===== src/rtl/game_timer.sv =====
// Maze game countdown: latches a difficulty, loads its BCD start time and
// counts down once per game second until the player wins, loses or quits.
//
// state | meaning
// IDLE  | waiting for exactly one play level; outputs cleared
// LOAD  | one cycle, start time and prescaler loaded
// RUN   | counting down, running high
// WIN   | maze finished in time, win high, time frozen
// LOSE  | time ran out, timeUp high, time shows 00
module game_timer #(
   parameter int         TICKS_PER_SEC = 50000000,
   parameter logic [7:0] HARD_LIMIT    = 8'h30,
   parameter logic [7:0] MEDIUM_LIMIT  = 8'h60,
   parameter logic [7:0] EASY_LIMIT    = 8'h99
) (
   input  logic       clock,
   input  logic       reset,
   input  logic       playHard,
   input  logic       playMedium,
   input  logic       playEasy,
   input  logic       externalReset,
   input  logic       mazeDone,
   output logic [7:0] timeBCD,
   output logic       tick,
   output logic       running,
   output logic       timeUp,
   output logic       win
);

   localparam int PRE_W = (TICKS_PER_SEC > 1) ? $clog2(TICKS_PER_SEC) : 1;
   localparam logic [PRE_W-1:0] PRE_LAST = PRE_W'(TICKS_PER_SEC - 1);

   typedef enum logic [2:0] {IDLE, LOAD, RUN, WIN, LOSE} state_t;
   typedef enum logic [1:0] {LVL_NONE, LVL_HARD, LVL_MEDIUM, LVL_EASY} level_t;

   state_t           state, state_nx;
   level_t           level, level_nx;
   logic [PRE_W-1:0] prescaler, prescaler_nx;
   logic [7:0]       time_nx, dec_val;
   logic             tick_nx, running_nx, timeup_nx, win_nx;
   logic             play_sel, abort, to_idle;

   function automatic logic [7:0] limit_of(input level_t l);
      case (l)
         LVL_HARD:   return HARD_LIMIT;
         LVL_MEDIUM: return MEDIUM_LIMIT;
         LVL_EASY:   return EASY_LIMIT;
         default:    return 8'h00;
      endcase
   endfunction

   function automatic logic [7:0] bcd_dec(input logic [7:0] v);
      if (v[3:0] == 4'd0)
         return {v[7:4] - 4'd1, 4'd9};
      else
         return {v[7:4], v[3:0] - 4'd1};
   endfunction

   always_comb begin
      case (level)
         LVL_HARD:   play_sel = playHard;
         LVL_MEDIUM: play_sel = playMedium;
         LVL_EASY:   play_sel = playEasy;
         default:    play_sel = 1'b0;
      endcase
   end

   assign abort = externalReset || !play_sel;

   always_comb begin
      state_nx     = state;
      level_nx     = level;
      prescaler_nx = prescaler;
      time_nx      = timeBCD;
      tick_nx      = 1'b0;
      running_nx   = 1'b0;
      timeup_nx    = timeUp;
      win_nx       = win;
      to_idle      = 1'b0;
      dec_val      = bcd_dec(timeBCD);

      case (state)
         IDLE: begin
            to_idle = 1'b1;
            case ({playHard, playMedium, playEasy})
               3'b100:  level_nx = LVL_HARD;
               3'b010:  level_nx = LVL_MEDIUM;
               3'b001:  level_nx = LVL_EASY;
               default: level_nx = LVL_NONE;
            endcase
         end
         LOAD: begin
            if (abort) begin
               to_idle = 1'b1;
            end else begin
               state_nx     = RUN;
               time_nx      = limit_of(level);
               prescaler_nx = '0;
               running_nx   = 1'b1;
            end
         end
         RUN: begin
            if (abort) begin
               to_idle = 1'b1;
            end else if (mazeDone) begin
               // Finishing wins over a coincident wrap: time stays at its pre-edge value.
               state_nx     = WIN;
               win_nx       = 1'b1;
               prescaler_nx = '0;
            end else if (prescaler == PRE_LAST) begin
               prescaler_nx = '0;
               tick_nx      = 1'b1;
               time_nx      = dec_val;
               if (dec_val == 8'h00) begin
                  state_nx  = LOSE;
                  timeup_nx = 1'b1;
               end else begin
                  running_nx = 1'b1;
               end
            end else begin
               prescaler_nx = prescaler + 1'b1;
               running_nx   = 1'b1;
            end
         end
         WIN, LOSE: begin
            if (abort)
               to_idle = 1'b1;
         end
         default: to_idle = 1'b1;
      endcase

      if (to_idle) begin
         prescaler_nx = '0;
         time_nx      = 8'h00;
         timeup_nx    = 1'b0;
         win_nx       = 1'b0;
         if (state == IDLE && level_nx != LVL_NONE) begin
            // Show the start time already during LOAD.
            state_nx = LOAD;
            time_nx  = limit_of(level_nx);
         end else begin
            state_nx = IDLE;
            level_nx = LVL_NONE;
         end
      end
   end

   always_ff @(posedge clock or posedge reset) begin
      if (reset) begin
         state     <= IDLE;
         level     <= LVL_NONE;
         prescaler <= '0;
         timeBCD   <= 8'h00;
         tick      <= 1'b0;
         running   <= 1'b0;
         timeUp    <= 1'b0;
         win       <= 1'b0;
      end else begin
         state     <= state_nx;
         level     <= level_nx;
         prescaler <= prescaler_nx;
         timeBCD   <= time_nx;
         tick      <= tick_nx;
         running   <= running_nx;
         timeUp    <= timeup_nx;
         win       <= win_nx;
      end
   end

endmodule


===== config.mk =====
export PLATFORM = sky130hd
export DESIGN_NAME = game_timer
export DESIGN_NICKNAME = d
export VERILOG_FILES = /design/src/rtl/game_timer.sv
export SDC_FILE = /design/constraint.sdc
export NUM_CORES = 1
export LEC_CHECK = 0
export BUFFER_PORTS_ARGS = -buffer_cell sky130_fd_sc_hd__clkbuf_2
export CAP_MARGIN = 10
export CORE_MARGIN = 10
export CORE_UTILIZATION = 45
export CTS_CLUSTER_DIAMETER = 120
export DETAILED_ROUTE_END_ITERATION = 7
export HOLD_SLACK_MARGIN = 0.02
export PLACE_DENSITY = 0.71
export SKIP_CTS_REPAIR_TIMING = 1
export SLEW_MARGIN = 0
export SYNTH_ARGS = -nofsm -noshare
export SYNTH_HDL_FRONTEND = slang
export SYNTH_SLANG_ARGS = --single-unit
export TNS_END_PERCENT = 30

===== constraint.sdc =====
create_clock -name clock -period 2.5 [get_ports clock]
set_input_delay 0.125 -clock clock [delete_from_list [all_inputs] [get_ports clock]]
set_output_delay 0.125 -clock clock [all_outputs]
set_load 0.05 [all_outputs]

==> flow_summary.yaml, run 1 <==
floorplanning:
  floorplan.initialDensity_pct: 46.0
  coreArea_um2: 5890
  floorplan.die_area_um2: 9530
  dieWidth_um: 97.6
  ios: 19
  row_count: 28
  die_y_um: 97.6
setup_path:
  cp_data_arrival_time_ps: 2610
  setup.worst_path.end_class: "flop"
  setup.worst_path.start_class: "flop"
  cp_slowest_cell: "sky130_fd_sc_hd__or4_1"
  crit_chain: "inv_1, ha_1, or2_2, or4_1, o21ba_2, a21oi_1, a31oi_1"
  worstPathBufferInverterCount: 1
  crit_path_required_time_ps: 2730
  worstPathMaxFanout: 7
  worst_path_dominant_cell_family: "simple AND/OR/NAND/NOR gates"
  max_stage_delay_ps: 560
  setup_crit_path_kind: "flop to flop"
synthesis:
  seq_area_frac_synth_pct: 39.7
  synth_cell_types: 61
  synthArstFlopShare_pct: 100
  syn_nets: 303
  mean_cell_area_of_the_mapped_netlist_um2: 9.51
  synth-warning-count: 0
  synth_top_flop_cell: "sky130_fd_sc_hd__dfrtp_1"
  yosys_register_bits: 43
  number_of_enable_flip_flop_cells_after_synthesis: 0
  post_synth_instance_area_um2: 2710
  synthCells: 285
timing:
  rsz_0062_raised_after_global_routing: "no"
  fin_ws_ps: 122
  largest_clock_skew_in_the_final_design_ps: 10.6
  holdWs_ps: 185
  timing.max_slew.rel_slack_pct: 48.7
  slew_violations: 0
  final.setup.tns_ps: 0
  report.final.setup_viol: 0
  fmax_mhz: 421
  timing.final.crit_period_ps: 2380
  timing_worst_slew_pin_value_ps: 764
  timing_hold_violations_final: 0
  timing.final.crit_share_pct: 95.1
grt:
  overflow: 0
  total_global_routing_track_utilization_pct: 13.4
  grt_first_pass_wirelength_um: 11000
  maximum_number_of_pins_on_one_net_before_global_route_repair: 26
  antenna_found_initial: 0
  grt_pass1_vias: 2159
placement:
  placement.io_buffers: 18
  placed_cells: 380
  dp.final_hpwl_um: 4530
  placement.cell_area_um2: 2920
  globalplace.congestion: 0.896
  dpl_worst_slack_ps: 77.4
power_and_ir_drop:
  power-per-cell-area_nw_per_um2: 514
  vdd.ir_drop.worst_mv: 0.246
  report.power.total_mw: 1.58
  leak_pwr_nw: 1.31
drt:
  detailedRoute.firstPassIterationCount: 5
  drt.antenna.violating_nets: 0
  post-route-drc-count: 0
  via_count: 2335
  ratio_of_routed_vias_to_standard_cells: 5.99
  first_iter_violations: 198
  wirelength_um: 6400
  post_drt_wl_per_cell_um: 16.4
layout:
  layout.core_utilization_pct: 52.0
  most-common-layout-cells: "sky130_fd_sc_hd__dfrtp_1, sky130_fd_sc_hd__nor2_1, sky130_fd_sc_hd__clkbuf_2, sky130_fd_sc_hd__buf_4, sky130_fd_sc_hd__nand2_1"
  layout-area-overhead-vs-synth_pct: 13.0
  final_cells: 390
  final_net_count: 332
  layout_commonest_cell: "sky130_fd_sc_hd__dfrtp_1"
  finalInstanceArea_um2: 3060
  antenna-diode-count: 0
  fraction_of_layout_instances_using_a_drive_strength_above_1_pct: 22.2
clock_tree:
  cts-buffers-inserted: 5
  cts.sinks: 43
  cell_at_the_root_of_the_clock_tree: "sky130_fd_sc_hd__clkbuf_8"
  htree_num_levels: 2
  cts.clk_slew.worst_paths_ps: 90
  cts_tree: "built"
  insertion_delay_of_the_later_clocked_pin_in_the_worst_skew_pair_ps: 300
  cts.path.max_buffers: 2
status:
  outcome: "completed"
hold_path:
  hold_path.class: "input port to flop"
job:
  cap_violations: 0
[worst reg2reg max path, cell delays in order (launching register included)]
cell and delay (ps):
sky130_fd_sc_hd__dfrtp_1 460, sky130_fd_sc_hd__inv_1 90, sky130_fd_sc_hd__ha_1 200, sky130_fd_sc_hd__or2_2 390, sky130_fd_sc_hd__or4_1 560, sky130_fd_sc_hd__o21ba_2 360, sky130_fd_sc_hd__a21oi_1 90, sky130_fd_sc_hd__a31oi_1 140
[sequential cells by signal, indices dropped and copies added (netlist names)]
register and cells:
tick 1, level 2, state 3, prescaler 26, running 1, timeBCD 8
timeUp 1, win 1
[cells in the mapped netlist, types with 7 or more instances]
| cell type | n | area [µm²] |
|---|---|---|
| sky130_fd_sc_hd__nand2_1 | 14 | 52.6 |
| sky130_fd_sc_hd__o21ai_0 | 13 | 65.1 |
| sky130_fd_sc_hd__dfrtp_1 | 43 | 1080 |
| sky130_fd_sc_hd__nor2_1 | 27 | 101 |
| sky130_fd_sc_hd__a21oi_1 | 10 | 50.1 |
| sky130_fd_sc_hd__nor3_1 | 8 | 40.0 |
| sky130_fd_sc_hd__nand4_1 | 13 | 81.3 |
| sky130_fd_sc_hd__ha_1 | 11 | 138 |
| sky130_fd_sc_hd__nor4_1 | 10 | 62.6 |
| sky130_fd_sc_hd__xnor2_1 | 10 | 87.6 |
| sky130_fd_sc_hd__xor2_1 | 10 | 87.6 |
| sky130_fd_sc_hd__nand3_1 | 9 | 45.0 |
| sky130_fd_sc_hd__a31oi_1 | 7 | 43.8 |
| sky130_fd_sc_hd__inv_1 | 9 | 33.8 |
| sky130_fd_sc_hd__and3_1 | 9 | 56.3 |
[logic make-up (layout without fill, tap and decap cells)]
logic type               after synthesis  after routing  share of synthesized area [%]
XOR/XNOR                              20             20                           6.46
AND/OR/NAND/NOR                      123            123                           25.8
flip-flops                            43             43                           39.7
AO/OA/AOI/OAI                         59             60                           15.9
multiplexers                           5              5                           2.12
buffers and inverters                 24             53                           4.94
adder cells (fa/ha/maj)               11             11                           5.08
[power by group]
| group | switching (mW) | internal [mW] | leakage (nW) |
|---|---|---|---|
| Combinational | 0.230 | 0.139 | 0.671 |
| Clock | 0.258 | 0.200 | 0.0443 |
| Sequential | 0.0290 | 0.720 | 0.596 |
| Total | 0.516 | 1.06 | 1.31 |
[cell type report]
type	instances	area, µm²
clock buffer	5	68.8
clock inverter	3	25.0
fill	546	2820
inverter	9	33.8
multi-input combinational	219	1540
sequential	43	1080
tap	75	93.8
timing repair buffer	36	228
[layer usage]
metal	global-route usage, %	up-vias	routed length (µm)
li1	-	1109	-
met5	0	-	0
met3	2.56	10	383
met2	20.7	80	3060
met1	18.2	1136	2860
met4	4.25	0	98
[worst paths after layout]
path / startpoint / end / cells after the start / slack [ps]
max: level[1] / prescaler[3] / 7 / 120
min: mazeDone / win / 2 / 180
max reg2reg: level[1] / prescaler[3] / 7 / 120
min reg2reg: timeUp / timeUp / 1 / 490
max in group asynchronous: reset / timeBCD[5] / 4 / 1410
min in group asynchronous: reset / running / 3 / 360
Note: power is estimated with default switching activity, not from simulation.
==> inputs of run 2 (changes only) <==
Settings changed: SETUP_SLACK_MARGIN set to 0.5.
==> run 2 against run 1 <==
Net effect:
- clock skew shrank 0.55 ps
- critical path depth rose by 2
- sequential share of layout area decreased by 2.6 points
- wire length up 7.5%
- first-iteration DRC count shrank 1.0%
- die area is the same
- clock power is 4.4% lower
==> flow_summary.yaml, run 2 (synthesis gave the netlist of run 1 again) <==
clock_tree:
  cts.path.max_buffers: 2
  cts_tree: "built"
  cts.sinks: 43
  cts.clk_slew.worst_paths_ps: 90
  insertion_delay_of_the_later_clocked_pin_in_the_worst_skew_pair_ps: 300
  cts-buffers-inserted: 5
  cell_at_the_root_of_the_clock_tree: "sky130_fd_sc_hd__clkbuf_8"
  htree_num_levels: 2
drt:
  drt.antenna.violating_nets: 0
  wirelength_um: 6880
  post_drt_wl_per_cell_um: 17.2
  ratio_of_routed_vias_to_standard_cells: 5.89
  detailedRoute.firstPassIterationCount: 4
  via_count: 2354
  first_iter_violations: 196
  post-route-drc-count: 0
timing:
  final.setup.tns_ps: 0
  largest_clock_skew_in_the_final_design_ps: 10.0
  timing_worst_slew_pin_value_ps: 1080
  timing_hold_violations_final: 0
  timing.final.crit_period_ps: 2170
  rsz_0062_raised_after_global_routing: "yes"
  timing.max_slew.rel_slack_pct: 27.6
  report.final.setup_viol: 0
  timing.final.crit_share_pct: 86.9
  fmax_mhz: 460
  slew_violations: 0
floorplanning:
  floorplan.die_area_um2: 9530
  row_count: 28
  dieWidth_um: 97.6
  die_y_um: 97.6
  floorplan.initialDensity_pct: 46.0
  coreArea_um2: 5890
  ios: 19
setup_path:
  worstPathMaxFanout: 16
  crit_path_required_time_ps: 2730
  setup_crit_path_kind: "flop to flop"
  cp_data_arrival_time_ps: 2400
  setup.worst_path.start_class: "flop"
  setup.worst_path.end_class: "flop"
power_and_ir_drop:
  leak_pwr_nw: 1.37
  power-per-cell-area_nw_per_um2: 480
  vdd.ir_drop.worst_mv: 0.294
layout:
  layout_commonest_cell: "sky130_fd_sc_hd__dfrtp_1"
  final_net_count: 342
  antenna-diode-count: 0
  layout-area-overhead-vs-synth_pct: 22.5
  filler_cell_count: 525
  finalInstanceArea_um2: 3320
  reg.largest.list: "prescaler x26, timeBCD x8, state x3"
  largest_reg_flops: 26
  most-common-layout-cells: "sky130_fd_sc_hd__dfrtp_1, sky130_fd_sc_hd__buf_4, sky130_fd_sc_hd__nor2_1, sky130_fd_sc_hd__clkbuf_2"
  fraction_of_layout_instances_using_a_drive_strength_above_1_pct: 32.3
  registers.top_by_ff_count: "prescaler"
status:
  outcome: "completed"
grt:
  total_global_routing_track_utilization_pct: 13.2
  maximum_number_of_pins_on_one_net_before_global_route_repair: 30
  grt_first_pass_wirelength_um: 10800
  grt_pass1_vias: 2198
  overflow: 0
  antenna_found_initial: 0
placement:
  placement.cell_area_um2: 2920
  dp.final_hpwl_um: 4480
  placement.io_buffers: 18
  globalplace.congestion: 0.853
job:
  cap_violations: 0
hold_path:
  hold_path.class: "input port to flop"
run 2: changes by cell type in the layout (fill, tap and decap cells not counted), sizes merged:
cell,previous run,this run
buf,17,27
clkinv,3,4
clkinvlp,1,0
run 2: area by class of cell:
type | count | area, µm² | share of cell area [%]
Multi-Input combinational cell | 219 | 1710 | 51.4
Sequential cell | 43 | 1080 | 32.5
Timing Repair Buffer | 46 | 323 | 9.72
Tap cell | 75 | 93.8 | 2.83
Clock buffer | 5 | 68.8 | 2.07
Inverter | 9 | 33.8 | 1.02
Clock inverter | 3 | 15.0 | 0.452
run 2: metal layers:
| metal | vias up | track usage, % | part of all wire (%) |
|---|---|---|---|
| met1 | 1149 | 17.1 | 45 |
| met2 | 56 | 20.6 | 50 |
| met4 | 0 | 5.59 | 1.3 |
| met5 | - | 0 | 0 |
| li1 | 1140 | - | - |
| met3 | 9 | 2.63 | 4.1 |
run 2: worst max-delay path, stage by stage, from the launching register on:
cell	delay [ps]
sky130_fd_sc_hd__dfrtp_2	450
sky130_fd_sc_hd__inv_2	80
sky130_fd_sc_hd__ha_2	170
sky130_fd_sc_hd__a222oi_1	90
sky130_fd_sc_hd__buf_4	190
sky130_fd_sc_hd__or4_4	500
sky130_fd_sc_hd__o21ba_4	310
sky130_fd_sc_hd__nor2_4	50
sky130_fd_sc_hd__buf_12	150
sky130_fd_sc_hd__nor2_1	100
run 2: power breakdown:
group	total (mW)	switching, mW	internal (mW)
clock	0.437	0.245	0.192
combinational	0.404	0.243	0.161
sequential	0.753	0.0329	0.721
run 2: stage by stage:
stage / power, mW / cells / setup WS, ps / util (%) / hold slack, ps
after global placement: 1.10 / 380 / 175 / 49.7 / 274
after detailed placement: 1.11 / 380 / 173 / 49.7 / 287
after global routing: 1.68 / 400 / 256 / 56.4 / 193
after floorplan: 1.02 / 285 / 110 / - / 269
final: 1.59 / 400 / 327 / 56.4 / 181
after CTS: 1.55 / 388 / 118 / 51.1 / -43.0
run 2: worst paths after layout:
kind / from / end / slack (ps) / cells after the start
hold reg to reg: timeUp / timeUp / 490 / 1
setup / recovery: level[1] / prescaler[23] / 330 / 9
setup reg to reg: level[1] / prescaler[23] / 330 / 9
min in group asynchronous: reset / prescaler[5] / 490 / 3
max in group asynchronous: reset / prescaler[22] / 1290 / 4
hold / removal: mazeDone / state[0] / 180 / 2
